$ cat config.mk
export PLATFORM = sky130hd
export DESIGN_NAME = spi_slave
export DESIGN_NICKNAME = d
export VERILOG_FILES = /design/src/rtl/spi_pkg.sv /design/src/rtl/spi_sync.sv /design/src/rtl/spi_slave.sv
export SDC_FILE = /design/constraint.sdc
export NUM_CORES = 1
export LEC_CHECK = 0
export CORE_MARGIN = 5
export CORE_UTILIZATION = 48
export CTS_CLUSTER_DIAMETER = 200
export CTS_CLUSTER_SIZE = 8
export DETAILED_ROUTE_END_ITERATION = 12
export PLACE_DENSITY = 0.83
export SLEW_MARGIN = 10
export SYNTH_ARGS = -nofsm -noshare
export SYNTH_HDL_FRONTEND = slang
export SYNTH_SLANG_ARGS = --single-unit
export TNS_END_PERCENT = 20
$ cat constraint.sdc
create_clock -name clk -period 2.09 [get_ports clk]
set_input_delay 0.3135 -clock clk [delete_from_list [all_inputs] [get_ports clk]]
set_output_delay 0.3135 -clock clk [all_outputs]
set_load 0.05 [all_outputs]
$ cat src/rtl/spi_pkg.sv
`default_nettype none
// ============================================================================
// Module   : spi_pkg
// Purpose  : Shared definitions for the SPI slave: FSM state encoding,
//            status word bit positions, CPU write field offsets and a
//            status word packing helper.
// Revision : 1.0 - initial release
// ============================================================================
package spi_pkg;

    // Frame state: IDLE while chip select is high, SHIFT during a frame
    typedef enum logic [0:0] {
        ST_IDLE  = 1'b0,
        ST_SHIFT = 1'b1
    } spi_state_t;

    // Status word bit positions (read data)
    localparam int STAT_RX_DATA_LSB = 0;
    localparam int STAT_RX_FULL     = 8;
    localparam int STAT_TX_FULL     = 9;
    localparam int STAT_RX_OVERRUN  = 10;
    localparam int STAT_TX_UNDERRUN = 11;

    // Write field offsets (write data)
    localparam int FLD_TX_DATA_LSB  = 0;
    localparam int FLD_CLR_RX_OVR   = 8;
    localparam int FLD_CLR_TX_UND   = 9;
    localparam int FLD_IRQ_EN_LSB   = 16;

    // Byte lanes
    localparam int LANE_TX_DATA     = 0;
    localparam int LANE_CLEAR       = 1;
    localparam int LANE_IRQ_EN      = 2;

    // Byte shifted out when the CPU has not supplied one
    localparam logic [7:0] IDLE_FILL = 8'hFF;

    // Build the CPU-visible status word
    function automatic logic [31:0] pack_status(
        input logic       tx_underrun,
        input logic       rx_overrun,
        input logic       tx_full,
        input logic       rx_full,
        input logic [7:0] rx_data
    );
        logic [31:0] w;
        w = 32'd0;
        w[STAT_RX_DATA_LSB +: 8] = rx_data;
        w[STAT_RX_FULL]          = rx_full;
        w[STAT_TX_FULL]          = tx_full;
        w[STAT_RX_OVERRUN]       = rx_overrun;
        w[STAT_TX_UNDERRUN]      = tx_underrun;
        return w;
    endfunction

endpackage
`default_nettype wire

$ cat src/rtl/spi_sync.sv
`default_nettype none
// ============================================================================
// Module   : spi_sync
// Purpose  : Multi-stage flip-flop synchronizer with a configurable reset
//            value, used to bring the asynchronous SPI pins into clk.
//            STAGES must be at least 2.
// Revision : 1.0 - initial release
// ============================================================================
module spi_sync #(
    parameter int   STAGES    = 2,
    parameter logic RESET_VAL = 1'b0
) (
    input  logic clk,
    input  logic rst,
    input  logic d,
    output logic q
);

    logic [STAGES-1:0] chain;

    // Shift the raw pin through the synchronizer chain
    always_ff @(posedge clk or posedge rst) begin
        if (rst) begin
            chain <= {STAGES{RESET_VAL}};
        end else begin
            chain <= {chain[STAGES-2:0], d};
        end
    end

    assign q = chain[STAGES-1];

endmodule
`default_nettype wire

$ cat src/rtl/spi_slave.sv
`default_nettype none
// ============================================================================
// Module   : spi_slave
// Purpose  : SPI mode-0 slave, MSB first, 8-bit frames, with a simple CPU
//            request/ready register interface. All logic runs on clk; the
//            SPI pins are synchronized and their edges detected from the
//            last two synchronized samples.
// Revision : 1.0 - initial release
// ============================================================================
module spi_slave
    import spi_pkg::*;
#(
    parameter int SYNC_STAGES = 2
) (
    input  logic        clk,
    input  logic        rst,
    input  logic [31:0] din,
    output logic [31:0] dout,
    input  logic [3:0]  lane,
    input  logic        wr,
    input  logic        valid,
    output logic        ready,
    output logic        irq,
    input  logic        cs_n,
    input  logic        sck,
    input  logic        mosi,
    output logic        miso,
    output logic        miso_oe
);

    // ------------------------------------------------------------------
    // Pin synchronization and edge detection
    // ------------------------------------------------------------------
    logic sck_s, cs_s, mosi_s;
    logic sck_prev, cs_prev;

    spi_sync #(.STAGES(SYNC_STAGES), .RESET_VAL(1'b0)) u_sync_sck (
        .clk (clk), .rst (rst), .d (sck),  .q (sck_s)
    );
    spi_sync #(.STAGES(SYNC_STAGES), .RESET_VAL(1'b1)) u_sync_cs (
        .clk (clk), .rst (rst), .d (cs_n), .q (cs_s)
    );
    spi_sync #(.STAGES(SYNC_STAGES), .RESET_VAL(1'b1)) u_sync_mosi (
        .clk (clk), .rst (rst), .d (mosi), .q (mosi_s)
    );

    // Hold the previous synchronized sample of sck and cs_n
    always_ff @(posedge clk or posedge rst) begin
        if (rst) begin
            sck_prev <= 1'b0;
            cs_prev  <= 1'b1;
        end else begin
            sck_prev <= sck_s;
            cs_prev  <= cs_s;
        end
    end

    logic sck_rise, sck_fall, cs_fall, cs_rise;
    assign sck_rise = sck_s & ~sck_prev;
    assign sck_fall = ~sck_s & sck_prev;
    assign cs_fall  = ~cs_s & cs_prev;
    assign cs_rise  = cs_s & ~cs_prev;

    // ------------------------------------------------------------------
    // Shared state
    // ------------------------------------------------------------------
    spi_state_t  state;
    logic [2:0]  bit_cnt;
    logic [7:0]  shifter;
    logic [6:0]  rx_shift;
    logic        reload_pending;

    logic [7:0]  tx_data;
    logic        tx_full;
    logic [7:0]  rx_data;
    logic        rx_full;
    logic        rx_overrun;
    logic        tx_underrun;
    logic [1:0]  irq_en;

    // Frame events; chip-select release takes priority over sck edges
    logic in_frame, load_evt, reload_evt, byte_evt, tx_take;
    logic [7:0] tx_next;

    assign in_frame   = (state == ST_SHIFT) & ~cs_rise;
    assign load_evt   = (state == ST_IDLE) & cs_fall;
    assign reload_evt = in_frame & sck_fall & reload_pending;
    assign byte_evt   = in_frame & sck_rise & (bit_cnt == 3'd7);
    assign tx_take    = load_evt | reload_evt;
    // The byte taken uses the pre-write tx state, so a same-cycle CPU
    // write lands after the reload
    assign tx_next    = tx_full ? tx_data : IDLE_FILL;

    // ------------------------------------------------------------------
    // CPU request decode
    // ------------------------------------------------------------------
    logic accept, wr_acc, rd_acc;
    assign accept = valid & ~ready;
    assign wr_acc = accept & wr;
    assign rd_acc = accept & ~wr;

    // ------------------------------------------------------------------
    // Frame FSM: shifter, bit counter and registered miso/miso_oe
    // ------------------------------------------------------------------
    always_ff @(posedge clk or posedge rst) begin
        if (rst) begin
            state          <= ST_IDLE;
            bit_cnt        <= 3'd0;
            shifter        <= IDLE_FILL;
            rx_shift       <= 7'd0;
            reload_pending <= 1'b0;
            miso           <= 1'b1;
            miso_oe        <= 1'b0;
        end else begin
            case (state)
                ST_IDLE: begin
                    miso    <= 1'b1;
                    miso_oe <= 1'b0;
                    if (cs_fall) begin
                        state          <= ST_SHIFT;
                        bit_cnt        <= 3'd0;
                        shifter        <= tx_next;
                        reload_pending <= 1'b0;
                        miso           <= tx_next[7];
                        miso_oe        <= 1'b1;
                    end
                end
                ST_SHIFT: begin
                    if (cs_rise) begin
                        // Partial byte is simply dropped
                        state          <= ST_IDLE;
                        bit_cnt        <= 3'd0;
                        reload_pending <= 1'b0;
                        shifter        <= IDLE_FILL;
                        miso           <= 1'b1;
                        miso_oe        <= 1'b0;
                    end else if (sck_rise) begin
                        rx_shift <= {rx_shift[5:0], mosi_s};
                        bit_cnt  <= bit_cnt + 3'd1;
                        if (bit_cnt == 3'd7) begin
                            reload_pending <= 1'b1;
                        end
                    end else if (sck_fall) begin
                        if (reload_pending) begin
                            shifter        <= tx_next;
                            miso           <= tx_next[7];
                            reload_pending <= 1'b0;
                        end else begin
                            shifter <= {shifter[6:0], 1'b1};
                            miso    <= shifter[6];
                        end
                    end
                end
                default: begin
                    state <= ST_IDLE;
                end
            endcase
        end
    end

    // ------------------------------------------------------------------
    // CPU registers, flags and the request/ready handshake
    // ------------------------------------------------------------------
    always_ff @(posedge clk or posedge rst) begin
        if (rst) begin
            tx_data     <= 8'd0;
            tx_full     <= 1'b0;
            rx_data     <= 8'd0;
            rx_full     <= 1'b0;
            rx_overrun  <= 1'b0;
            tx_underrun <= 1'b0;
            irq_en      <= 2'b00;
            ready       <= 1'b0;
            dout        <= 32'd0;
        end else begin
            ready <= accept;

            // Read samples the flags as they stood before this cycle
            if (rd_acc) begin
                dout <= pack_status(tx_underrun, rx_overrun, tx_full,
                                    rx_full, rx_data);
            end

            if (byte_evt) begin
                rx_data <= {rx_shift, mosi_s};
            end

            // A completing byte wins over a read-clear
            if (byte_evt) begin
                rx_full <= 1'b1;
            end else if (rd_acc) begin
                rx_full <= 1'b0;
            end

            // Setting events win over software clears so none is lost
            if (byte_evt && rx_full) begin
                rx_overrun <= 1'b1;
            end else if (wr_acc && lane[LANE_CLEAR] && din[FLD_CLR_RX_OVR]) begin
                rx_overrun <= 1'b0;
            end

            if (tx_take && !tx_full) begin
                tx_underrun <= 1'b1;
            end else if (wr_acc && lane[LANE_CLEAR] && din[FLD_CLR_TX_UND]) begin
                tx_underrun <= 1'b0;
            end

            // A CPU write of tx_data wins over the consuming reload
            if (wr_acc && lane[LANE_TX_DATA]) begin
                tx_data <= din[FLD_TX_DATA_LSB +: 8];
                tx_full <= 1'b1;
            end else if (tx_take) begin
                tx_full <= 1'b0;
            end

            if (wr_acc && lane[LANE_IRQ_EN]) begin
                irq_en <= din[FLD_IRQ_EN_LSB +: 2];
            end
        end
    end

    assign irq = (irq_en[0] & rx_full) | (irq_en[1] & ~tx_full);

    // Write-data bits and lanes with no function
    logic unused_bits;
    assign unused_bits = ^{din[31:18], din[15:10], lane[3]};

endmodule
`default_nettype wire

==> impl_metrics.yaml <==
status:
  status: "finished, final reports clean"
clock_network:
  path_clk_slew_ns: 0.07
  clk_latency_ns: 0.33
  cts_buffer_depth: 2
  ctsResizeCount: 0
  cts_setup_buffers: 0
  cts_tree: "yes"
  cts-root-buf: "clkbuf_8"
  cts_hold_buffers: 0
  clock_sinks: 64
  h-tree-depth: 3
  cts_made_buffers: 9
power:
  p_leak_nw: 1.57
  power_density_mw_per_mm2: 1010
  power_mw: 3.46
  peakVddDrop_mv: 0.457
floorplanning:
  core_mm2: 0.00589
  die_w_um: 87.4
  rows: 28
  chipHeight_um: 87.4
  die_area_mm2: 0.00763
  io_pins: 79
  initial_core_util: 0.488
grt:
  grt-ovfl-total: 0
  grt_pass1_wl_um: 8570
  antenna_found_initial: 0
  grt_max_degree: 65
  grt_pass1_vias: 1807
  grt.total_usage: 0.145
detailed_routing:
  drc_errors: 0
  wl_um: 5040
  dr.pass1.iters: 4
  drtIter0Drc: 84
  routedWlPerCell_um: 14.7
  viasPerCell: 4.99
  ant_nets: 0
  route.vias.total: 1712
timing:
  worst_slew_pin_slew_ns: 0.528
  rsz0062_at_grt: "false"
  slew_headroom: 0.647
  fin_skew_ns: 0.00688
  tns_ns: 0
  setup-violations-final: 0
  hold_viol: 0
  finalMaxSlewViolations: 0
  min_period_ns: 1.97
  post-route-period-util: 0.943
  worst_hold_slack_ns: 0.353
  fmax_ghz: 0.507
final_layout:
  drive_gt1_frac: 0.310
  seqCellArea_mm2: 0.00162
  n_antenna_cell: 0
  fillerInstances: 452
  final_cell_area_mm2: 0.00343
  syn2layout_area_growth_pct: 19.4
  multi_input_area_mm2: 0.00108
  layoutNonFillerInstCount: 343
  nets: 310
synthesis:
  synth.cell_area_mm2: 0.00287
  synth_top_area_share: 0.444
  synth-seq-cells: 64
  synthTopCellsByCount: "dfrtp_1, mux2_2, buf_4"
  synth.distinct_cells: 37
  yosys-top-cells-area: "dfrtp_1, mux2_2, dfstp_2"
  synthCells: 221
  synth_top_flop_cell: "dfrtp_1"
  synth_top_area_cell: "dfrtp_1"
  async_flop_share: 1.00
  ys_seq_area_frac: 0.563
  yosysWarnings: 0
  syn_avg_cell_area_um2: 13.0
  synth_edf_count: 0
  synth.most_common_cell: "dfrtp_1"
setup_path:
  critPathTopFamily: "buffers and inverters"
  cp_max_fo: 2
  reg2reg_depth: 4
  worstPathArrival_ns: 1.66
  cp_slowest_cell: "clkdlybuf4s50_1"
  critPathLaunch: "miso"
  slowest_delay_ns: 0.80
  path_class: "flip-flop to primary output"
  r2r-end: "shifter[2]"
  worstSetupEndpoint: "miso"
  setup.worst_path.end_class: "primary output"
  cp.depth: 1
  cp.required_ns: 1.78
  critical_path_buf_inv_count: 1
  r2r-start: "cs_prev"
  reg2reg_slack_ns: 0.30
  worst_setup_path_start_kind: "flip-flop"
  path_cells: "clkdlybuf4s50_1"
placement:
  placed_cell_area_mm2: 0.00323
  place_congestion: 0.793
  dp.cells: 327
  hpwl_um: 3490
  numPortBuffers: 37
hold_path:
  hold_path_class: "flip-flop to flip-flop"
flow_run:
  cap_violations: 0
-- cells by family (layout without fill, tap and decap cells) --
group	Yosys count	after routing	share of synthesized area
AND/OR/NAND/NOR	37	37	0.0745
buffers and inverters	35	63	0.0849
other	1	20	0.00131
multiplexers	44	44	0.182
adder cells (fa/ha/maj)	4	4	0.0174
AO/OA/AOI/OAI	36	36	0.0771
flip-flops	64	64	0.563
-- layout make-up --
cell class	count	share of cell area
clock buffers	9	0.0361
clock inverters	7	0.0233
inverters	6	0.00656
multi-input cells	141	0.315
flip-flops and latches	64	0.472
well taps	75	0.0274
repair buffers	41	0.120
-- worst min path at each step --
| stage | from | end | slack [ns] | cells after the start |
|---|---|---|---|---|
| 2_1_floorplan | cs_n | u_sync_cs.chain[0] | 0.32 | 0 |
| 3_3_place_gp | u_sync_sck.chain[0] | u_sync_sck.chain[1] | 0.34 | 0 |
| 3_5_place_dp | u_sync_sck.chain[0] | u_sync_sck.chain[1] | 0.34 | 0 |
| 4_1_cts | u_sync_sck.chain[0] | u_sync_sck.chain[1] | 0.35 | 0 |
| 5_1_grt | mosi | u_sync_mosi.chain[0] | 0.36 | 1 |
| 6_report | u_sync_sck.chain[0] | u_sync_sck.chain[1] | 0.35 | 0 |
-- placed cells by master, fill, tap and decap left out, types with 2 or more instances in the layout --
cell	n
o21a_1	2
conb_1	20
a22o_1	2
nand3b_1	4
nor2_1	10
nand2_1	8
dfrtp_1	51
mux2_2	36
a21oi_1	9
nand2b_1	4
clkinv_4	2
ha_1	4
buf_4	4
a211oi_1	3
inv_6	2
nand3_1	2
mux2_4	7
a21o_1	2
o21ai_0	11
inv_1	5
o22ai_1	3
clkdlybuf4s50_1	36
clkbuf_8	9
dfstp_2	13
clkinvlp_4	2
-- flip-flops by register name, summed over array words and instances (netlist names) --
| name | flops |
|---|---|
| bit_cnt | 3 |
| cs_prev | 1 |
| dout | 12 |
| irq_en | 2 |
| miso | 1 |
| miso_oe | 1 |
| ready | 1 |
| reload_pending | 1 |
| rx_data | 8 |
| rx_full | 1 |
| rx_overrun | 1 |
| rx_shift | 7 |
| sck_prev | 1 |
| shifter | 7 |
| state | 1 |
| tx_data | 8 |
| tx_full | 1 |
| tx_underrun | 1 |
| u_sync_cs.chain | 2 |
| u_sync_mosi.chain | 2 |
| u_sync_sck.chain | 2 |
-- power breakdown --
part	internal [mW]	switching (mW)	total (mW)
sequential	1.50	0.159	1.66
combinational	0.340	0.397	0.736
clock	0.562	0.503	1.06
total	2.40	1.06	3.46
-- layer usage --
layer | wire, um | part of all wire | vias up | global-route usage
met5 | 0 | 0 | - | 0
met4 | 81 | 0.016 | 0 | 0.0809
met3 | 269 | 0.053 | 8 | 0.0265
met2 | 2540 | 0.50 | 47 | 0.227
met1 | 2150 | 0.43 | 844 | 0.190
li1 | - | - | 813 | -
-- through the flow --
step | utilization | setup slack [ns]
final | 0.583 | 0.120
after global routing | 0.583 | 0.0850
after CTS | 0.583 | 0.0926
after detailed placement | 0.548 | 0.300
after global placement | 0.548 | 0.330
after floorplan | - | 0.200
(Power assumes the default switching activity.)
